### src/rtl/pong_pkg.sv
// Shared definitions for the pong design.
// Holds the NES button bit positions, the controller reader state
// encoding, and the default controller timing that other timing users
// also refer to.
package pong_pkg;

  // Bit positions within the active-high button byte
  localparam int BTN_A      = 7;
  localparam int BTN_B      = 6;
  localparam int BTN_SELECT = 5;
  localparam int BTN_START  = 4;
  localparam int BTN_UP     = 3;
  localparam int BTN_DOWN   = 2;
  localparam int BTN_LEFT   = 1;
  localparam int BTN_RIGHT  = 0;

  // 6 us per latch/clock phase and ~60 Hz polling at 25.175 MHz
  localparam int NES_PULSE_CYCLES = 152;
  localparam int NES_POLL_CYCLES  = 419583;

  typedef enum logic [2:0] {
    IDLE,
    LATCH,
    LOW,
    HIGH,
    DONE
  } nes_state_t;

endpackage

### src/rtl/sync_2ff.sv
// Generic 1-bit two-flop synchronizer for asynchronous inputs.
// Ports:
//   clk   - destination clock
//   reset - synchronous active-high reset, loads RESET_VAL into both flops
//   d     - asynchronous input
//   q     - synchronized output, two clk cycles of latency
module sync_2ff #(
  parameter logic RESET_VAL = 1'b0
) (
  input  logic clk,
  input  logic reset,
  input  logic d,
  output logic q
);

  logic meta;

  // Both stages reset to the same idle level so no false edge appears
  // on the output when reset is released.
  always_ff @(posedge clk) begin
    if (reset) begin
      meta <= RESET_VAL;
      q    <= RESET_VAL;
    end else begin
      meta <= d;
      q    <= meta;
    end
  end

endmodule

### src/rtl/nes_controller_reader.sv
// Serial reader for one NES controller.
// Generates the latch and shift-clock waveforms, shifts in the eight
// active-low button bits and presents them as an active-high byte plus
// a one-cycle mask of buttons newly pressed in the frame just read.
// Ports:
//   clk           - system clock
//   reset         - synchronous active-high reset, aborts a frame in progress
//   enable        - allows new frames to start; a running frame always completes
//   nes_data      - controller serial data, active-low, asynchronous
//   nes_latch     - controller latch strobe
//   nes_clk       - controller shift clock
//   buttons       - current button state, bit7 A ... bit0 Right
//   pressed       - buttons that went 0->1 this frame, only on the strobe cycle
//   buttons_valid - one-cycle strobe when buttons/pressed update
//   busy          - high whenever a frame is in progress
module nes_controller_reader
  import pong_pkg::*;
#(
  parameter int PULSE_CYCLES = NES_PULSE_CYCLES,
  parameter int POLL_CYCLES  = NES_POLL_CYCLES
) (
  input  logic       clk,
  input  logic       reset,
  input  logic       enable,
  input  logic       nes_data,
  output logic       nes_latch,
  output logic       nes_clk,
  output logic [7:0] buttons,
  output logic [7:0] pressed,
  output logic       buttons_valid,
  output logic       busy
);

  localparam int PW  = ($clog2(PULSE_CYCLES) < 1) ? 1 : $clog2(PULSE_CYCLES);
  localparam int PLW = ($clog2(POLL_CYCLES) < 1) ? 1 : $clog2(POLL_CYCLES);
  localparam logic [PW-1:0]  PHASE_LAST = PW'(PULSE_CYCLES - 1);
  localparam logic [PLW-1:0] POLL_LAST  = PLW'(POLL_CYCLES - 1);

  nes_state_t       state;
  nes_state_t       next_state;
  logic [PLW-1:0]   poll_cnt;
  logic [PW-1:0]    phase_cnt;
  logic [2:0]       bit_idx;
  logic [7:0]       shift_reg;
  logic [7:0]       prev_buttons;
  logic             data_sync;
  logic             phase_last;
  logic             poll_last;
  logic             trigger;

  // Idle level of the line is high (released), matching a pulled-up
  // input with no controller attached.
  sync_2ff #(
    .RESET_VAL(1'b1)
  ) u_data_sync (
    .clk  (clk),
    .reset(reset),
    .d    (nes_data),
    .q    (data_sync)
  );

  assign phase_last = (phase_cnt == PHASE_LAST);
  assign poll_last  = (poll_cnt == POLL_LAST);
  assign trigger    = poll_last && enable;

  // State register
  always_ff @(posedge clk) begin
    if (reset) begin
      state <= IDLE;
    end else begin
      state <= next_state;
    end
  end

  // Next-state logic; each timed phase ends on the last phase count
  always_comb begin
    next_state = state;
    case (state)
      IDLE:  if (trigger)    next_state = LATCH;
      LATCH: if (phase_last) next_state = LOW;
      LOW:   if (phase_last) next_state = (bit_idx == 3'd7) ? DONE : HIGH;
      HIGH:  if (phase_last) next_state = LOW;
      DONE:                  next_state = IDLE;
      default:               next_state = IDLE;
    endcase
  end

  // Counters, bit capture and output registers. Controller pins and
  // busy are driven from next_state so they line up with the state
  // register and come straight out of flops.
  always_ff @(posedge clk) begin
    if (reset) begin
      poll_cnt      <= '0;
      phase_cnt     <= '0;
      bit_idx       <= '0;
      shift_reg     <= '0;
      prev_buttons  <= '0;
      buttons       <= '0;
      pressed       <= '0;
      buttons_valid <= 1'b0;
      nes_latch     <= 1'b0;
      nes_clk       <= 1'b0;
      busy          <= 1'b0;
    end else begin
      poll_cnt <= poll_last ? '0 : poll_cnt + 1'b1;

      if ((next_state != state) || (state == IDLE)) begin
        phase_cnt <= '0;
      end else begin
        phase_cnt <= phase_cnt + 1'b1;
      end

      if (state == LATCH) begin
        bit_idx <= '0;
      end else if ((state == HIGH) && phase_last) begin
        bit_idx <= bit_idx + 1'b1;
      end

      // Sample just before the rising shift clock, when the controller
      // output has been stable for the whole low phase.
      if ((state == LOW) && phase_last) begin
        shift_reg[3'd7 - bit_idx] <= ~data_sync;
      end

      if (state == DONE) begin
        buttons       <= shift_reg;
        pressed       <= shift_reg & ~prev_buttons;
        prev_buttons  <= shift_reg;
        buttons_valid <= 1'b1;
      end else begin
        pressed       <= '0;
        buttons_valid <= 1'b0;
      end

      nes_latch <= (next_state == LATCH);
      nes_clk   <= (next_state == HIGH);
      busy      <= (next_state != IDLE);
    end
  end

endmodule

### config.mk
export PLATFORM = sky130hd
export DESIGN_NAME = nes_controller_reader
export DESIGN_NICKNAME = d
export VERILOG_FILES = /design/src/rtl/pong_pkg.sv /design/src/rtl/sync_2ff.sv /design/src/rtl/nes_controller_reader.sv
export SDC_FILE = /design/constraint.sdc
export NUM_CORES = 1
export LEC_CHECK = 0
export BUFFER_PORTS_ARGS = -buffer_cell sky130_fd_sc_hd__buf_2
export CAP_MARGIN = 40
export CORE_MARGIN = 8
export CORE_UTILIZATION = 55
export CTS_CLUSTER_DIAMETER = 200
export CTS_CLUSTER_SIZE = 20
export DETAILED_ROUTE_END_ITERATION = 16
export GPL_ROUTABILITY_DRIVEN = 0
export PLACE_DENSITY = 0.81
export RECOVER_POWER = 100
export SLEW_MARGIN = 20
export SYNTH_ARGS = -nofsm -noshare
export SYNTH_HDL_FRONTEND = slang
export SYNTH_SLANG_ARGS = --single-unit
export TNS_END_PERCENT = 1
### constraint.sdc
create_clock -name clk -period 3.85 [get_ports clk]
set_clock_uncertainty 0.2 [all_clocks]
set_input_delay 0.77 -clock clk [delete_from_list [all_inputs] [get_ports clk]]
set_output_delay 0.77 -clock clk [all_outputs]
set_load 0.005 [all_outputs]
==> impl_metrics.tcl, run 1 <==
set metrics [dict create \
    synthesis.nets 286 \
    wire_per_inst_um 13.4 \
    clock-sinks 63 \
    fin_cells 358 \
    switching_share_pct 19.9 \
    p_leak_uw 0.000925 \
    synthAdderAreaFrac_pct 2.41 \
    crit_arrival_ns 2.46 \
    ys_types 44 \
    vias_per_cell 5.56 \
    power.share.combinational_pct 1.4 \
    period_minus_slack_ns 2.50 \
    post_cts_resized 0 \
    period_share_pct 64.8 \
    pre_cts_slack_ns 1.74 \
    fp.dieH_um 84.7 \
    path_clk_slew_ns 0.06 \
    relSlewSlack_pct 14.9 \
    synthXorXnorAreaFrac_pct 7.09 \
    coreArea_um2 4630 \
    synthCells 277 \
    route.detailed.drc 0 \
    portBuffers 23 \
    ctsLongestPathBuffers 2 \
    outcome "complete, no violations" \
    crit_type "flop to flop" \
    clockRootBuffer "clkbuf_8" \
    largest_reg_flops 19 \
    hold_viol 0 \
    reg2reg_slack_ns 1.35 \
    synth_area_um2 2590 \
    largest_register "poll_cnt" \
    setup-tns-final_ns 0 \
    ios 24 \
    synthMuxAreaShare_pct 0 \
    p_switching_uw 247 \
    ys_seq_area_share_pct 48.6 \
    p_int_uw 990 \
    placed_area_um2 2720 \
    drive_gt1_share_pct 7.57 \
    die_w_um 84.7 \
    cts_made_buffers 9 \
    hold_path_class "flop to flop" \
    clk_latency_ns 0.33 \
    grt_pass1_wl_um 8580 \
    seqPwrFrac_pct 53.3 \
    cts_tree "built" \
    cts.htree.levels 3 \
    diodes 0 \
    ys_warn_count 0 \
    dp_hpwl_um 3400 \
    worst_setup_path_start_kind "flop" \
    synth_largest_area_cell "dfxtp_1" \
    irDropWorstVdd_mv 0.408 \
    drt_wl_total_um 4810 \
    num_vias 1990 \
    power_density_nw_per_um2 432 \
    clockPowerShare_pct 45.3 \
    start_util_pct 56.1 \
    grt_pass1_vias 1920 \
    rsz0062_at_grt "no" \
    postCtsSetupBuffers 0 \
    crit_path_end_kind "flop" \
    cap_violations 0 \
    nFillCells 422 \
    synth_top_family_by_area "simple AND/OR/NAND/NOR gates" \
    track_usage_pct 14.8 \
    synth-simple-area-share_pct 28.3 \
    fin_area_um2 2860 \
    rows 25 \
    die-area_um2 7170 \
    max_freq_mhz 401 \
    slew_violations 0 \
    required_ns 3.81 \
    crit_fanout 19 \
    ys_seq_elements 63 \
    synth.area.top_cells "dfxtp_1, a21oi_1, nor2_1, xnor2_1, nand2_1" \
    finalWorstSetupSlack_ns 1.35 \
    syn-mean-instance-area_um2 9.37 \
    hold_buffers 0 \
    drtIter0Drc 105 \
    synth-compound-area-share_pct 10.1 \
    postRouteAntennaNets 0 \
    dpl.cell_count 343 \
    grt_overflow 0 \
    dr.pass1.iters 4 \
    worst_slew_pin_slew_ns 1.27 \
    synth_top_area_share_pct 48.6 \
    finalSetupViolCount 0 \
    nets 309 \
    area_delta_synth_final_pct 10.3 \
    antenna_found_initial 0 \
    grt_max_degree 29 \
]
==> final cells by class <==
type	count	area [um2]	area share (%)
clock buffers	12	155	5.42
well taps	54	67.6	2.36
inverters	8	30.0	1.05
repair buffers	23	88.8	3.10
flip-flops and latches	63	1260	44.1
multi-input cells	195	1220	42.5
clock inverters	3	42.5	1.49
==> cell usage in the layout (no fill, tap or decap), types with 2 or more instances in the layout <==
cell and count:
and2_1 2, xor2_1 8, nor4_4 2, and3_1 2, nor4b_1 2, or2_2 2
ha_1 5, xnor2_1 13, dfxtp_1 63, o21ai_0 5, nand3_1 12, a311oi_1 8
inv_1 8, buf_2 2, nand2_1 25, nor4_1 6, o21bai_1 2, nand4_1 11
a21oi_1 25, or3_1 4, nor3_1 3, clkbuf_8 11, clkbuf_1 22, nor3b_1 8
nor2b_1 3, nand2b_1 2, nor2_1 32
==> metal layers <==
metal,track usage [%],routed length [um]
met3,6.34,335
met1,16.3,2200
met2,24.0,2190
met5,0,0
met4,7.12,84
==> path summary, 6_finish.rpt <==
path	start	end	cells after the start
setup / recovery	poll_cnt[0]	poll_cnt[5]	6
hold / removal	u_data_sync.meta	u_data_sync.q	1
setup reg to reg	poll_cnt[0]	poll_cnt[5]	6
hold reg to reg	u_data_sync.meta	u_data_sync.q	1
==> cell usage after synthesis, drive strengths merged <==
master / n
or4: 2
nor3b: 8
a221oi: 1
dfxtp: 63
xor2: 8
nor3: 3
a211oi: 1
or2: 3
or3: 4
nor2: 32
nand2b: 2
nand4bb: 1
ha: 5
nand4: 12
o21bai: 2
and3: 2
and4: 2
nor4: 8
and2: 2
o21a: 1
inv: 8
clkbuf: 7
nand2: 25
o21ai: 5
nor4b: 2
buf: 4
or3b: 1
nor4bb: 1
nor2b: 3
nand3b: 1
xnor2: 13
a21oi: 25
nand3: 12
a311oi: 8
==> stage by stage <==
| step | util (%) | hold WS (ns) | power (uW) |
|---|---|---|---|
| finish | 61.8 | 0.213 | 1240 |
| global placement | 58.7 | 0.198 | 692 |
| floorplan | - | 0.189 | 689 |
| global route | 61.8 | 0.230 | 1290 |
| detailed placement | 58.7 | 0.198 | 692 |
| CTS | 62.9 | 0.218 | 1250 |
==> worst max-delay path, cell delays in order, from the launching register on <==
cell      delay, ns
dfxtp_1        0.35
inv_1          0.07
ha_1           0.14
nor4bb_1       0.30
nand4_1        0.14
o21bai_1       0.99
nor2_1         0.14
==> cells by family (layout without fill, tap and decap cells) <==
family | after synthesis | count (layout)
AOI/OAI and AO/OA | 43 | 43
xor gates and xnor gates | 21 | 21
adders and majority gates | 5 | 5
buffers and inverters | 19 | 46
DFF | 63 | 63
and+or+nand+nor | 126 | 126
==> power by group through the flow <==
stage / clock [uW] / combinational [uW] / sequential, uW
after floorplan: 0 / 16.2 / 673
after global placement: 0 / 17.6 / 674
after detailed placement: 0 / 17.7 / 674
after CTS: 574 / 17.8 / 660
after global routing: 613 / 19.4 / 660
final: 560 / 17.2 / 660
Power figures use the tool's default switching activity.
==> run 2, diff against run 1 <==
CORE_UTILIZATION = 52   (was 55)
PLACE_DENSITY = 0.8   (was 0.81)
clock period = 2.2 ns   (was 3.85 ns; I/O delays follow)
==> run 2 against run 1 <==
  * Global-route usage shrank 0.49 points
  * First-iteration DRC count grew 4.8%
  * Cell area is 3.1% higher
  * Maximum frequency increased by 20%
  * Count of clock-buffer cells in the layout unchanged
  * Flip-flop and latch count unchanged
  * Clock power rose by 88%
  * Register-to-register slack lost 1.2 ns
  * Largest cell class unchanged
  * Highest routed layer unchanged
==> impl_metrics.tcl, run 2 (synthesis results as in run 1) <==
set metrics [dict create \
    vias_per_cell 5.39 \
    outcome "complete, no violations" \
    largest_register "poll_cnt" \
    cts_made_buffers 9 \
    period_minus_slack_ns 2.08 \
    route.detailed.drc 0 \
    coreArea_um2 4750 \
    cap_violations 0 \
    min_to "u_data_sync.meta" \
    relSlewSlack_pct 68.6 \
    nets 313 \
    fin_area_um2 2950 \
    rows 25 \
    start_util_pct 54.6 \
    required_ns 2.24 \
    grt_pass1_vias 1859 \
    irDropWorstVdd_mv 0.692 \
    ios 24 \
    hold_buffers 0 \
    r2r-start "state[1]" \
    crit_fanout 9 \
    pre_cts_slack_ns 0.113 \
    postRouteAntennaNets 0 \
    clock-sinks 63 \
    hold_path_class "input port to flop" \
    setup-tns-final_ns 0 \
    drtIter0Drc 110 \
    final_cell_mix "dfxtp_1, nor2_1, nand2_1, a21oi_1, clkbuf_1" \
    num_vias 2028 \
    track_usage_pct 14.3 \
    antenna_found_initial 0 \
    dp_hpwl_um 3640 \
    drive_gt1_share_pct 11.3 \
    p_leak_uw 0.000985 \
    worst_slew_pin_slew_ns 0.468 \
    worst_setup_path_start_kind "flop" \
    nFillCells 418 \
    crit_arrival_ns 2.12 \
    die_w_um 86.6 \
    placed_area_um2 2760 \
    max_freq_mhz 481 \
    diodes 0 \
    mostFrequentLayoutCell "dfxtp_1" \
    utilization_pct 62.1 \
    area_delta_synth_final_pct 13.7 \
    grt_max_degree 23 \
    grt_overflow 0 \
    wire_per_inst_um 13.9 \
    reg2reg_slack_ns 0.12 \
    path_clk_slew_ns 0.07 \
    cts.htree.levels 3 \
    finalWorstSetupSlack_ns 0.121 \
    clk_latency_ns 0.34 \
    total_power_uw 2240 \
    portBuffers 23 \
    period_share_pct 94.5 \
    r2r_end "shift_reg[5]" \
    die-area_um2 7510 \
    clockRootBuffer "clkbuf_8" \
    rsz0062_at_grt "yes" \
    worstHoldStart "nes_data" \
    power_density_nw_per_um2 759 \
    ctsLongestPathBuffers 2 \
    largest_reg_flops 19 \
    finalSetupViolCount 0 \
    holdPathStages 2 \
    dr.pass1.iters 4 \
    fp.dieH_um 86.6 \
    drt_wl_total_um 5210 \
    grt_pass1_wl_um 8560 \
    r2r_cells 4 \
    hold_viol 0 \
    crit_path_end_kind "flop" \
    slew_violations 0 \
    cts_tree "built" \
    crit_type "flop to flop" \
]
==> run 2: changes by cell type in the layout (fill, tap and decap cells not counted), sizes merged <==
cell and change:
buf +11, clkbuf -7, bufinv +1, clkinv +1, clkinvlp -1
==> run 2: final cells by class <==
cell class | instances | area, um2 | area share [%]
clock buffer | 12 | 135 | 4.58
clock inverter | 4 | 70.1 | 2.37
inverter | 8 | 30.0 | 1.02
multi-input combinational | 195 | 1250 | 42.2
sequential | 63 | 1260 | 42.7
tap | 67 | 83.8 | 2.84
timing repair buffer | 27 | 125 | 4.24
==> run 2: worst max-delay path by stage <==
stage,start,to,slack [ns],cells after the start
finish,state[1],shift_reg[5],0.12,4
global route,state[1],shift_reg[6],-0.02,4
CTS,state[1],shift_reg[5],0.11,4
detailed placement,poll_cnt[0],poll_cnt[11],0.11,6
global placement,phase_cnt[0],bit_idx[0],0.22,5
floorplan,phase_cnt[0],bit_idx[0],0.25,5
==> run 2: metal layers <==
layer	global-route usage, %	routed length, um
met1	17.5	2500
met2	21.6	2290
met5	0	0
met4	7.67	99
met3	4.91	323
==> run 2: worst max-delay path, stage by stage (launching register included) <==
cell	delay (ns)
dfxtp_1	0.48
or3b_1	0.52
nor4_4	0.39
a21oi_1	0.14
a311oi_1	0.26
==> run 2: what timing repair did <==
item	CTS	global route
endpoints found under the hold margin	0	0
resized for setup	0	1
buffers inserted	0	0
endpoints found under the setup margin	0	18
==> run 2: power breakdown <==
part           internal [uW]  total (uW)  switching (uW)
Clock                    635        1050             415
Combinational           11.8        33.8            22.1
Sequential              1150        1160            8.33
==> run 2: metrics by stage <==
stage	std cells	hold WS, ns
after floorplan	277	0.189
after global routing	376	0.0814
after detailed placement	360	0.209
final	376	0.0836
after global placement	360	0.195
after CTS	376	0.0726
